## src/rtl/barrel_pipe.sv

```systemverilog
// Pipelined barrel shifter/rotator: log2(WIDTH) levels split over STAGES register stages; latency STAGES cycles.
// A stalled output freezes the whole pipe and drops o_ready. Sign-fill SRA only with BARREL_SRA_EN.
module barrel_pipe #(
    parameter int WIDTH  = 32,
    parameter int STAGES = 2
) (
    input  logic                     i_clk,
    input  logic                     i_rst,
    input  logic                     i_valid,
    output logic                     o_ready,
    input  logic [WIDTH-1:0]         i_data,
    input  logic [$clog2(WIDTH)-1:0] i_amt,
    input  logic [2:0]               i_op,
    output logic                     o_valid,
    input  logic                     i_ready,
    output logic [WIDTH-1:0]         o_data,
    output logic                     o_zero
);
    localparam int L = $clog2(WIDTH);
    localparam int G = (L + STAGES - 1) / STAGES;

    logic [WIDTH-1:0] data_q [STAGES];
    logic [WIDTH-1:0] data_d [STAGES];
    logic [2:0]       op_q   [STAGES];
    logic [2:0]       op_d   [STAGES];
    logic [L-1:0]     amt_q  [STAGES];
    logic [L-1:0]     amt_d  [STAGES];
    logic             vld_q  [STAGES];
    logic             vld_d  [STAGES];

    logic [WIDTH-1:0] stg_dat [STAGES];
    logic [2:0]       stg_op  [STAGES];
    logic [L-1:0]     stg_amt [STAGES];
    logic             stg_vld [STAGES];
    logic             en;

    // One shift level by a fixed power-of-two distance.
    function automatic logic [WIDTH-1:0] shift_level(input logic [WIDTH-1:0] x,
                                                     input logic [2:0] op,
                                                     input int sh);
        logic [WIDTH-1:0] r;
        r = x;
        case (op)
            3'b001: r = x << sh;
            3'b010: r = x >> sh;
`ifdef BARREL_SRA_EN
            3'b011: r = $signed(x) >>> sh;
`else
            3'b011: r = x >> sh;
`endif
            3'b100: r = (x << sh) | (x >> (WIDTH - sh));
            3'b101: r = (x >> sh) | (x << (WIDTH - sh));
            default: r = x;
        endcase
        return r;
    endfunction

    always_comb begin
        logic [WIDTH-1:0] cur;
        cur = '0;
        en  = !vld_q[STAGES-1] || i_ready;

        stg_dat[0] = i_data;
        stg_op[0]  = i_op;
        stg_amt[0] = i_amt;
        stg_vld[0] = i_valid;
        for (int k = 1; k < STAGES; k++) begin
            stg_dat[k] = data_q[k-1];
            stg_op[k]  = op_q[k-1];
            stg_amt[k] = amt_q[k-1];
            stg_vld[k] = vld_q[k-1];
        end

        // Stage k owns levels k*G .. (k+1)*G-1; stages past L are plain registers.
        for (int k = 0; k < STAGES; k++) begin
            cur = stg_dat[k];
            for (int j = 0; j < L; j++) begin
                if (j >= k * G && j < (k + 1) * G && stg_amt[k][j]) begin
                    cur = shift_level(cur, stg_op[k], 1 << j);
                end
            end
            data_d[k] = en ? cur        : data_q[k];
            op_d[k]   = en ? stg_op[k]  : op_q[k];
            amt_d[k]  = en ? stg_amt[k] : amt_q[k];
            vld_d[k]  = en ? stg_vld[k] : vld_q[k];
        end
    end

    always_ff @(posedge i_clk) begin
        if (i_rst) begin
            for (int k = 0; k < STAGES; k++) begin
                data_q[k] <= '0;
                op_q[k]   <= '0;
                amt_q[k]  <= '0;
                vld_q[k]  <= 1'b0;
            end
        end else begin
            for (int k = 0; k < STAGES; k++) begin
                data_q[k] <= data_d[k];
                op_q[k]   <= op_d[k];
                amt_q[k]  <= amt_d[k];
                vld_q[k]  <= vld_d[k];
            end
        end
    end

    assign o_ready = en;
    assign o_valid = vld_q[STAGES-1];
    assign o_data  = data_q[STAGES-1];
    assign o_zero  = (data_q[STAGES-1] == '0);

endmodule

```

## config.mk

```make
export PLATFORM = sky130hd
export DESIGN_NAME = barrel_pipe
export DESIGN_NICKNAME = d
export VERILOG_FILES = /design/src/rtl/barrel_pipe.sv
export SDC_FILE = /design/constraint.sdc
export NUM_CORES = 1
export LEC_CHECK = 0
export CELL_PAD_IN_SITES_DETAIL_PLACEMENT = 0
export CELL_PAD_IN_SITES_GLOBAL_PLACEMENT = 1
export CORE_ASPECT_RATIO = 1.4
export CORE_MARGIN = 10
export CORE_UTILIZATION = 42
export DETAILED_ROUTE_END_ITERATION = 8
export PLACE_DENSITY_LB_ADDON = 0.25
export SYNTH_ARGS = -nofsm -noshare
export SYNTH_HDL_FRONTEND = slang
export SYNTH_SLANG_ARGS = --single-unit
```

## constraint.sdc

```tcl
create_clock -name i_clk -period 2.6 [get_ports i_clk]
set_input_delay 0.26 -clock i_clk [delete_from_list [all_inputs] [get_ports i_clk]]
set_output_delay 0.26 -clock i_clk [all_outputs]
set_load 0.05 [all_outputs]
```

==> metrics.txt, run 1 <==
Syn Area/Cell about 7 sq um; Min-Delay Path Depth 2; Detail Route Antenna Nets 0; VDD IR max a little under 0.3 mV; fin crit period 2450 ps; htree depth 3; GPL Wtd Cong approximately 1.0; final routed DRC violation total 0; syn nets 1,014; vias in the first global route around 8,100; Iter 0 DRT Violations around 660; Die Width roughly 130 um; Reg2Reg Depth 7; achievable clock frequency a little over 0.4 GHz; Total GRT Usage between 20% and 30%; PortBufs slightly below 80; nets 1,191; Final period util 94.4%; CTS tree yes; Worst-Skew Late Latency about 340 ps; Avg WL per Cell 21.7 um; first-pass GRT wire length between 40 and 50 mm; share of layout cells above drive strength 1 22.1%; Clock Pin Slew Worst Setup and Hold Paths ~60 ps; drt first pass iters 8; non-filler cells, final 1,351; diode count 0; Distinct cells, synth 72; worst rel slew slack approximately three fifths; Synth top area share about a fifth; # Max-Cap Violations 0; Avg Vias per Cell between 6 and 7; Worst Tran Pin Value approximately 570 ps; endpoints failing setup 0; post-synthesis sequential area ratio around a fifth; leakage power approximately 3.7 nW; Main synth FF type dfxtp_1; GR Util met1 27.9%; Root Buffer clkbuf_16; total clock sinks 71; worst r2r src vld_q[0][1]$_SDFFE_PP0N_; total die area between 20,000 and 25,000 sq um; Hold Path Class flip-flop to flip-flop; CP endpoint kind flip-flop; top cells by count, synth nand2_1 (103), nor2_1 (88), o21ai_0 (88); filler instances around 1,600; status finished clean; Sequential Area 1470 sq um; largest net degree at the start of global routing 59; via count between 8,000 and 9,000; FP Rows 55; Post-synth EDFFs 5; Cells after Synth 970; unrepaired setup endpoints after global routing false; top post-synthesis cells by area dfxtp_1 (19%), o21ai_0 (6.3%), a22oi_1 (6.3%), nand2_1 (5.5%), a21oi_1 (5.0%); PwrDens between 400 and 500 nW/um^2; placed insts around 1,300; synth warn 0; met3 usage between 2 and 3%; Clock Path Buffers 2; Yosys top cell by area dfxtp_1; Setup TNS 0 ps; multi-input logic area roughly 4800 sq um; total core area 16,200 sq um; CTS Buf Count 9; Worst path slowest cell clkdlybuf4s50_1; Req. time, crit path 2830 ps; FF+latch count, synth 71; WS Path Type input pin to flip-flop; half-perimeter wire length after placement approximately 24 mm; Top Ports 79; clock skew roughly 4.1 ps; RR Endpoint data_q[0][9]$_SDFFE_PP0N_; met2 Use GR between 40% and 50%; die span in y roughly 170 um; hold endpoint vld_q[0][0]$_SDFFE_PP0N_; GRT Residual Overflow 0; max-slew violations 0; Hold Path Origin vld_q[0][0]$_SDFFE_PP0N_; crit-path max cell delay 470 ps; initial antenna violation count 0; initial cell density of the core roughly 43%; CP startpoint kind input pin; ys async rst share 0%; top-count cell post-synth nand2_1; crit path DAT 2680 ps; Most Frequent Cell on Critical Path buf_4; Max FO, Critical Path 37; buffer count from post-CTS setup fixing 0; synthesis-to-finish area growth 35.0%; GRT busiest layer met2; mapped cell area 6970 sq um; final hold vios 0; total wire length roughly 29 mm; FF-to-FF setup slack between 400 and 500 ps; CP cell instances clkdlybuf4s50_1, buf_4, inv_1, buf_4, o22a_1, o311ai_2, o31ai_1, a221o_1
cells in the final DEF (no fill, tap or decap), types with 7 or more instances in the layout:
master / n
a31oi_1: 7
a221oi_1: 22
clkdlybuf4s50_1: 73
nand2b_1: 11
nor4_1: 8
o22ai_1: 15
nor3b_1: 23
o22a_1: 12
o31ai_1: 8
a211oi_1: 19
a22o_1: 11
o211ai_1: 12
o221ai_1: 12
a21oi_1: 69
inv_1: 13
a2bb2oi_1: 14
clkbuf_16: 10
a22oi_1: 58
o21ai_0: 88
nor2_1: 86
buf_4: 201
and2_1: 10
mux2i_1: 31
nand2_1: 103
a221o_1: 8
nor3_1: 7
a211o_1: 8
dfxtp_1: 66
nor2b_1: 22
buf_12: 10
a32oi_1: 7
cell families after synthesis:
kind of cell           synth area share [%]
AO/OA/AOI/OAI                          42.1
AND/OR/NAND/NOR                        21.1
buffers and inverters                  10.2
flip-flops                             21.1
multiplexers                           5.26
XOR/XNOR                              0.251
repair_timing:
item / in CTS / in global routing
hold buffers: 0 / 0
endpoints found under the hold margin: 0 / 0
resized for setup: 0 / 6
setup endpoints to repair: 0 / 18
power by group:
part / internal (mW) / switching [mW] / total [mW]
clock: 0.920 / 0.477 / 1.40
sequential: 1.21 / 0.123 / 1.33
combinational: 0.827 / 1.07 / 1.90
total: 2.96 / 1.67 / 4.63
flip-flops by register name (all words and copies together) (netlist names):
| name | count |
|---|---|
| op_q | 3 |
| amt_q | 2 |
| data_q | 64 |
| vld_q | 2 |
metrics by stage:
| stage | total power, mW | cell area (sq um) | util [%] | hold WS (ps) | setup WS [ps] |
|---|---|---|---|---|---|
| final | 4.63 | 9400 | 57.9 | 462 | 146 |
| after global routing | 4.83 | 9400 | 57.9 | 478 | 89.2 |
| after CTS | 4.62 | 9380 | 57.8 | 462 | 30.7 |
| after detailed placement | 3.22 | 9040 | 55.7 | 453 | -316 |
| after global placement | 3.21 | 9040 | 55.7 | 440 | -274 |
| after floorplan | 2.41 | 6970 | - | 400 | 136 |
per-layer routing:
metal / part of all wire [%] / up-vias
met5: 0 / -
met4: 7.6 / 0
met3: 5.5 / 121
met2: 49 / 370
met1: 38 / 3903
li1: - / 4018
critical path: cells and delay by family:
family,cells,cell delay (ps)
buffers and inverters,4,1180
AOI/OAI and AO/OA,4,1220
how the worst max path moves through the flow:
| stage | start | to | slack (ps) | cells past startpoint |
|---|---|---|---|---|
| 2_1_floorplan | vld_q[0][1]$_SDFFE_PP0N_ | amt_q[0][3]$_SDFFCE_PN0P_ | 140 | 7 |
| 3_3_place_gp | i_op[1] | data_q[0][10]$_SDFFE_PP0N_ | -270 | 10 |
| 3_5_place_dp | i_op[1] | data_q[0][10]$_SDFFE_PP0N_ | -320 | 10 |
| 4_1_cts | i_op[1] | data_q[0][10]$_SDFFE_PP0N_ | 30 | 10 |
| 5_1_grt | i_amt[0] | data_q[0][10]$_SDFFE_PP0N_ | 90 | 8 |
| 6_report | i_amt[0] | data_q[0][10]$_SDFFE_PP0N_ | 150 | 8 |
area by class of cell:
type | instances | area share (%)
Multi-Input combinational cell | 763 | 51.2
Timing Repair Buffer | 287 | 26.3
Sequential cell | 71 | 15.6
Clock buffer | 11 | 2.81
Tap cell | 199 | 2.65
Clock inverter | 5 | 0.825
Inverter | 15 | 0.599
(Power assumes the default switching activity.)
==> run 2, diff against run 1 <==
--- a/config.mk
+++ b/config.mk
@@ -5,11 +5,12 @@
 export SDC_FILE = /design/constraint.sdc
 export NUM_CORES = 1
 export LEC_CHECK = 0
+export ABC_AREA = 1
 export CELL_PAD_IN_SITES_DETAIL_PLACEMENT = 0
 export CELL_PAD_IN_SITES_GLOBAL_PLACEMENT = 1
 export CORE_ASPECT_RATIO = 1.4
 export CORE_MARGIN = 10
-export CORE_UTILIZATION = 42
+export CORE_UTILIZATION = 39
 export DETAILED_ROUTE_END_ITERATION = 8
 export PLACE_DENSITY_LB_ADDON = 0.25
 export SYNTH_ARGS = -nofsm -noshare
==> metrics.txt, run 2 <==
top cells by count, synth nand2_1 (484), nand3_1 (230), inv_1 (67) (was nand2_1 (103), nor2_1 (88), o21ai_0 (88)); top-count cell post-synth nand2_1 (unchanged); nets 1,258 (was 1,191); Top Ports 79 (unchanged); Total GRT Usage 19.6% (was 25.9%); Reg power frac 32.0% (was 28.8%); top post-synthesis cells by area nand2_1 (28%), dfxtp_1 (20%), nand3_1 (17%), nand4_1 (4.4%), inv_1 (3.8%) (was dfxtp_1 (19%), o21ai_0 (6.3%), a22oi_1 (6.3%), nand2_1 (5.5%), a21oi_1 (5.0%)); GPL Wtd Cong 0.901 (was 1.03); Synth top area share 27.5% (was 19.0%); final routed DRC violation total 0 (unchanged); Max FO, Critical Path 3 (was 37); number of hold buffers added after CTS 0 (unchanged); endpoints failing setup 0 (unchanged); first-pass GRT wire length 36.3 mm (was 45.3 mm); Reg2Reg Depth 10 (was 7); Clock Path Buffers 2 (unchanged); share of layout cells above drive strength 1 4.68% (was 22.1%); CP startpoint kind flip-flop (was input pin); Largest register FFs 64 (unchanged); VDD IR max 0.247 mV (was 0.296 mV); P_sw 1.58 mW (was 1.67 mW); Yosys top cell by area nand2_1 (was dfxtp_1); power share of the clock group 30.5% (was 30.2%); Worst Tran Pin Value 843 ps (was 571 ps); CTS tree yes (unchanged); Avg Vias per Cell 5.47 (was 6.23); Reg with most FFs data_q (unchanged); Total Power 4.16 mW (was 4.63 mW); Avg WL per Cell 15.9 um (was 21.7 um); synthesis-to-finish area growth 17.2% (was 35.0%); worst rel slew slack 43.4% (was 61.8%); Comb power frac 37.5% (was 41.0%); worst r2r src op_q[0][2]$_SDFFCE_PN0P_ (was vld_q[0][1]$_SDFFE_PP0N_); Final WS setup 85.3 ps (was 146 ps); CP endpoint kind primary output (was flip-flop); Worst path slowest cell clkdlybuf4s50_1 (unchanged); clock skew 6.21 ps (was 4.12 ps); Hold Path Class flip-flop to flip-flop (unchanged); total core area 16,700 sq um (was 16,200 sq um); GRT Residual Overflow 0 (unchanged); achievable clock frequency 0.398 GHz (was 0.408 GHz); # Max-Cap Violations 0 (unchanged); htree depth 3 (unchanged); vias in the first global route 7,195 (was 8,131); synth warn 0 (unchanged); drt first pass iters 6 (was 8); FF-to-FF setup slack 290 ps (was 420 ps); Iter 0 DRT Violations 621 (was 655); crit-path max cell delay 810 ps (was 470 ps); Worst-Skew Late Latency 340 ps (about the same); PwrDens 537 nW/um^2 (was 492 nW/um^2); Die Width 130 um (was 129 um); switching share of power 37.9% (was 36.1%); buffer count from post-CTS setup fixing 0 (unchanged); PortBufs 78 (unchanged); final hold vios 0 (unchanged); half-perimeter wire length after placement 17.8 mm (was 23.6 mm); commonest non-fill, non-tap cell in the layout nand2_1 (was buf_4); post-synthesis sequential area ratio 22.3% (was 21.1%); largest net degree at the start of global routing 46 (was 59); most frequent cells in the layout nand2_1 (482), nand3_1 (230), clkdlybuf4s50_1 (78), inv_1 (67), dfxtp_1 (66) (was buf_4 (201), nand2_1 (103), o21ai_0 (88), nor2_1 (86), clkdlybuf4s50_1 (73)); Clock Pin Slew Worst Setup and Hold Paths 50 ps (was 60 ps); ys async rst share 0% (unchanged); leakage power 3.66 nW (was 3.71 nW); initial cell density of the core 39.6% (was 42.9%); RR Endpoint data_q[0][36]$_SDFFE_PP0N_ (was data_q[0][9]$_SDFFE_PP0N_); status finished clean (unchanged); Syn Area/Cell 5.46 sq um (was 7.18 sq um); Final period util 96.7% (was 94.4%); Regs by FF count data_q (64), op_q (3) (unchanged); Main synth FF type dfxtp_1 (unchanged); CTS Buf Count 9 (unchanged); Min-Delay Path Depth 2 (unchanged); Root Buffer clkbuf_16 (unchanged); pre-CTS setup slack 247 ps (was -316 ps); crit path DAT 2250 ps (was 2680 ps); CP cell instances nor4_1, nand4_1, nor2_1, clkdlybuf4s50_1 (was clkdlybuf4s50_1, buf_4, inv_1, buf_4, o22a_1, o311ai_2, o31ai_1, a221o_1); unrepaired setup endpoints after global routing false (unchanged); Post-CTS Resized 0 (unchanged); CP bufs+invs 1 (was 4); FP Rows 56 (was 55); Req. time, crit path 2340 ps (was 2830 ps); FF+latch count, synth 71 (unchanged); total clock sinks 71 (unchanged); critical path's top delay family buffers and inverters (was compound AO/OA/AOI/OAI gates); total die area 22,600 sq um (was 22,200 sq um); Cells after Synth 1,208 (was 970); Detail Route Antenna Nets 0 (unchanged); Setup TNS 0 ps (unchanged); Distinct cells, synth 20 (was 72); Hold Path Origin data_q[0][3]$_SDFFE_PP0N_ (was vld_q[0][0]$_SDFFE_PP0N_); WS Path Type flip-flop to primary output (was input pin to flip-flop); die span in y 174 um (was 172 um); fin crit period 2510 ps (was 2450 ps); initial antenna violation count 0 (unchanged); hold endpoint data_q[0][3]$_SDFFE_PP0N_ (was vld_q[0][0]$_SDFFE_PP0N_); syn nets 1,252 (was 1,014); mapped cell area 6600 sq um (was 6970 sq um); diode count 0 (unchanged); total wire length 22.6 mm (was 29.3 mm); via count 7,775 (was 8,412); Power Internal 2.58 mW (was 2.96 mW); Post-synth EDFFs 5 (unchanged); max-slew violations 0 (unchanged)
## run 2: cell count changes after synthesis, sizes merged, moves of 41 or more
cell / delta
inv: +59
nor2: -43
nand2: +381
nand4: +41
nand3: +225
a22oi: -59
## run 2: area by class of cell
type | count | area, sq um
repair buffers | 107 | 1150
flip-flops and latches | 71 | 1470
clock inverters | 4 | 51.3
inverters | 75 | 282
well taps | 203 | 254
clock buffers | 12 | 268
fillers | 1877 | 8940
multi-input cells | 950 | 4260
## run 2: worst reg2reg max path: stages (launching register included)
cell and delay (ps):
edfxtp_1 440, o21ai_1 230, inv_1 80, nor2_1 150, inv_1 60, nand2_1 190, inv_1 90, o21ai_1 460
o22ai_1 330, nand2_1 140, nand2_1 50
## run 2: worst max-delay path by stage
| stage | cells past startpoint | from | slack, ps | to |
|---|---|---|---|---|
| final | 4 | data_q[0][32]$_SDFFE_PP0N_ | 90 | o_zero |
| after CTS | 4 | data_q[0][32]$_SDFFE_PP0N_ | 10 | o_zero |
| after global routing | 4 | data_q[0][32]$_SDFFE_PP0N_ | 20 | o_zero |
| after detailed placement | 13 | i_op[2] | 250 | data_q[0][28]$_SDFFE_PP0N_ |
| after global placement | 13 | i_op[2] | 240 | data_q[0][28]$_SDFFE_PP0N_ |
| after floorplan | 8 | vld_q[0][1]$_SDFFE_PP0N_ | 640 | data_q[0][0]$_SDFFE_PP0N_ |
## run 2: cell families (layout without fill, tap and decap cells)
group,count (synthesis),after routing,synth area share [%]
AO/OA/AOI/OAI,137,137,11.6
buffers and inverters,187,198,13.4
flip-flops,71,71,22.3
AND/OR/NAND/NOR,813,813,52.7
## run 2: metal layers
layer | wire (um) | GRT usage (%)
met3 | 1030 | 1.58
met1 | 9240 | 22.6
met2 | 11300 | 34.9
met4 | 929 | 9.54
met5 | 0 | 0
## run 2: stage by stage
step                cell area, sq um  hold WS (ps)  cells  util [%]
global placement                7410           440   1406      44.5
finish                          7730           453   1422      46.4
CTS                             7730           454   1422      46.4
detailed placement              7410           443   1406      44.5
floorplan                       6600           373   1208         -
global route                    7730           466   1422      46.4
## run 2: power groups by stage
stage	sequential, mW	combinational (mW)	clock, mW
finish	1.33	1.56	1.27
global route	1.34	1.72	1.34
CTS	1.33	1.55	1.29
detailed placement	1.35	1.55	0
global placement	1.35	1.55	0
floorplan	1.32	1.12	0
==> run 3, diff against run 2 <==
--- a/config.mk
+++ b/config.mk
@@ -10,7 +10,7 @@
 export CELL_PAD_IN_SITES_GLOBAL_PLACEMENT = 1
 export CORE_ASPECT_RATIO = 1.4
 export CORE_MARGIN = 10
-export CORE_UTILIZATION = 39
+export CORE_UTILIZATION = 42
 export DETAILED_ROUTE_END_ITERATION = 8
 export PLACE_DENSITY_LB_ADDON = 0.25
 export SYNTH_ARGS = -nofsm -noshare
==> constraint.sdc (replaced) <==
create_clock -name i_clk -period 3.1 [get_ports i_clk]
set_input_delay 0.31 -clock i_clk [delete_from_list [all_inputs] [get_ports i_clk]]
set_output_delay 0.31 -clock i_clk [all_outputs]
set_load 0.05 [all_outputs]
==> metrics.txt, run 3 (synthesis results as in run 2) <==
crit path DAT 2190 ps (was 2250 ps); Reg2Reg Depth 9 (was 10); VDD IR max 0.444 mV (was 0.247 mV); Top Ports 79 (unchanged); Die Width 126 um (was 130 um); Clock Pin Slew Worst Setup and Hold Paths 50 ps (about the same); Detail Route Antenna Nets 0 (unchanged); first-pass GRT wire length 37.2 mm (was 36.3 mm); clock skew 6.62 ps (was 6.21 ps); worst rel slew slack 42.2% (was 43.4%); Largest register FFs 64 (unchanged); Reg with most FFs data_q (unchanged); largest net degree at the start of global routing 47 (was 46); Max FO, Critical Path 3 (unchanged); crit-path max cell delay 810 ps (about the same); Final period util about four fifths; filler instances 1,741 (was 1,877); synthesis-to-finish area growth 15.1% (was 17.2%); total core area 15,500 sq um (was 16,700 sq um); nets 1,253 (was 1,258); most frequent cells in the layout nand2_1 (482), nand3_1 (230), clkdlybuf4s50_1 (78), inv_1 (67), dfxtp_1 (66) (unchanged); htree depth 3 (unchanged); Setup TNS 0 ps (unchanged); share of layout cells above drive strength 1 4.37% (was 4.68%); via count 7,840 (was 7,775); GRT Residual Overflow 0 (unchanged); total wire length 22.7 mm (was 22.6 mm); status finished clean (unchanged); hold slack 449 ps (was 453 ps); WS Path Type flip-flop to primary output (unchanged); Hold Path Class flip-flop to flip-flop (unchanged); power share of the clock group 32.4% (was 30.5%); half-perimeter wire length after placement 17.7 mm (was 17.8 mm); fin crit period between 2000 and 2500 ps; Avg Vias per Cell 5.56 (was 5.47); Worst-Skew Late Latency 340 ps (about the same); CTS tree yes (unchanged); Total GRT Usage 20.7% (was 19.6%); FF-to-FF setup slack 730 ps (was 290 ps); Worst Tran Pin Value 861 ps (was 843 ps); placed instance area 7260 sq um (was 7410 sq um); Req. time, crit path 2790 ps (was 2340 ps); number of hold buffers added after CTS 0 (unchanged); Min-Delay Path Depth 2 (unchanged); critical path's top delay family buffers and inverters (unchanged); CP startpoint kind flip-flop (unchanged); achievable clock frequency about 0.4 GHz; CTS Buf Count 9 (unchanged); CP cell instances nor4_1, nand4_1, nor2_1, clkdlybuf4s50_1 (unchanged); PortBufs 78 (unchanged); die span in y 168 um (was 174 um); PwrDens 467 nW/um^2 (was 537 nW/um^2); GPL Wtd Cong 0.888 (was 0.901); Clock Path Buffers 2 (unchanged); final routed DRC violation total 0 (unchanged); RR Endpoint data_q[0][34]$_SDFFE_PP0N_ (was data_q[0][36]$_SDFFE_PP0N_); P_sw 1.33 mW (was 1.58 mW); CP bufs+invs 1 (unchanged); Power Internal 2.22 mW (was 2.58 mW); Worst path slowest cell clkdlybuf4s50_1 (unchanged); Hold Path Origin data_q[0][26]$_SDFFE_PP0N_ (was data_q[0][3]$_SDFFE_PP0N_); Root Buffer clkbuf_16 (unchanged); initial antenna violation count 0 (unchanged); CP endpoint kind primary output (unchanged); vias in the first global route 7,396 (was 7,195); pre-CTS setup slack 534 ps (was 247 ps); Final WS setup 604 ps (was 85.3 ps); # Max-Cap Violations 0 (unchanged); switching share of power 37.6% (was 37.9%); Iter 0 DRT Violations 770 (was 621); Comb power frac 36.1% (was 37.5%); Post-CTS Resized 0 (unchanged); Avg WL per Cell 16.1 um (was 15.9 um); leakage power 3.61 nW (was 3.66 nW); buffer count from post-CTS setup fixing 0 (unchanged); max-slew violations 0 (unchanged); initial cell density of the core 42.5% (was 39.6%); total die area 21,200 sq um (was 22,600 sq um); diode count 0 (unchanged); Final Instance Area 7600 sq um (was 7730 sq um); total clock sinks 71 (unchanged); FP Rows 54 (was 56); drt first pass iters 5 (was 6); final hold vios 0 (unchanged); endpoints failing setup 0 (unchanged); worst r2r src op_q[0][2]$_SDFFCE_PN0P_ (unchanged); unrepaired setup endpoints after global routing false (unchanged); Regs by FF count data_q (64), op_q (3) (unchanged); hold endpoint data_q[0][26]$_SDFFE_PP0N_ (was data_q[0][3]$_SDFFE_PP0N_); Reg power frac 31.4% (was 32.0%); commonest non-fill, non-tap cell in the layout nand2_1 (unchanged)
-- run 3: cell count changes in the layout (fill, tap and decap cells not counted), sizes merged --
cell | before | now
buf | 29 | 24
bufinv | 1 | 2
clkinv | 4 | 3
-- run 3: cell type report --
| cell class | count | area (sq um) | area share (%) |
|---|---|---|---|
| sequential | 71 | 1470 | 19.4 |
| clock buffer | 12 | 267 | 3.51 |
| clock inverter | 4 | 76.3 | 1.00 |
| inverter | 75 | 282 | 3.70 |
| timing repair buffer | 102 | 998 | 13.1 |
| multi-input combinational | 950 | 4260 | 56.1 |
| tap | 196 | 245 | 3.23 |
-- run 3: worst max-delay path by stage --
stage	start	end	slack, ps	depth (start not counted)
floorplan	vld_q[0][1]$_SDFFE_PP0N_	data_q[0][0]$_SDFFE_PP0N_	1140	8
global placement	i_op[1]	data_q[0][1]$_SDFFE_PP0N_	520	12
detailed placement	i_op[1]	data_q[0][1]$_SDFFE_PP0N_	530	12
CTS	data_q[0][32]$_SDFFE_PP0N_	o_zero	500	4
global route	data_q[0][32]$_SDFFE_PP0N_	o_zero	360	4
finish	data_q[0][32]$_SDFFE_PP0N_	o_zero	600	4
-- run 3: worst register-to-register path, delay by kind of cell, from the launching register on --
family	cells	cell delay [ps]
DFF	1	450
buffers and inverters	2	660
and+or+nand+nor	4	390
AOI/OAI and AO/OA	3	830
-- run 3: per-layer routing --
metal	vias up	GRT usage, %	share of wire, %
li1	3997	-	-
met4	0	11.8	5.3
met5	-	0	0
met3	63	2.89	4.3
met1	3521	23.8	41
met2	259	35.7	49
-- run 3: metrics by stage --
step           instances  power, mW  util (%)
6_report            1410       3.55      48.9
5_1_grt             1410       3.76      48.9
4_1_cts             1410       3.56      48.9
3_5_place_dp        1394       2.41      46.7
3_3_place_gp        1394       2.41      46.7
2_1_floorplan       1208       2.05         -
-- run 3: power groups by stage --
stage	Clock [mW]	Sequential, mW	Combinational, mW
floorplan	0	1.11	0.942
global placement	0	1.13	1.27
detailed placement	0	1.13	1.27
CTS	1.17	1.12	1.28
global route	1.22	1.13	1.41
finish	1.15	1.12	1.28
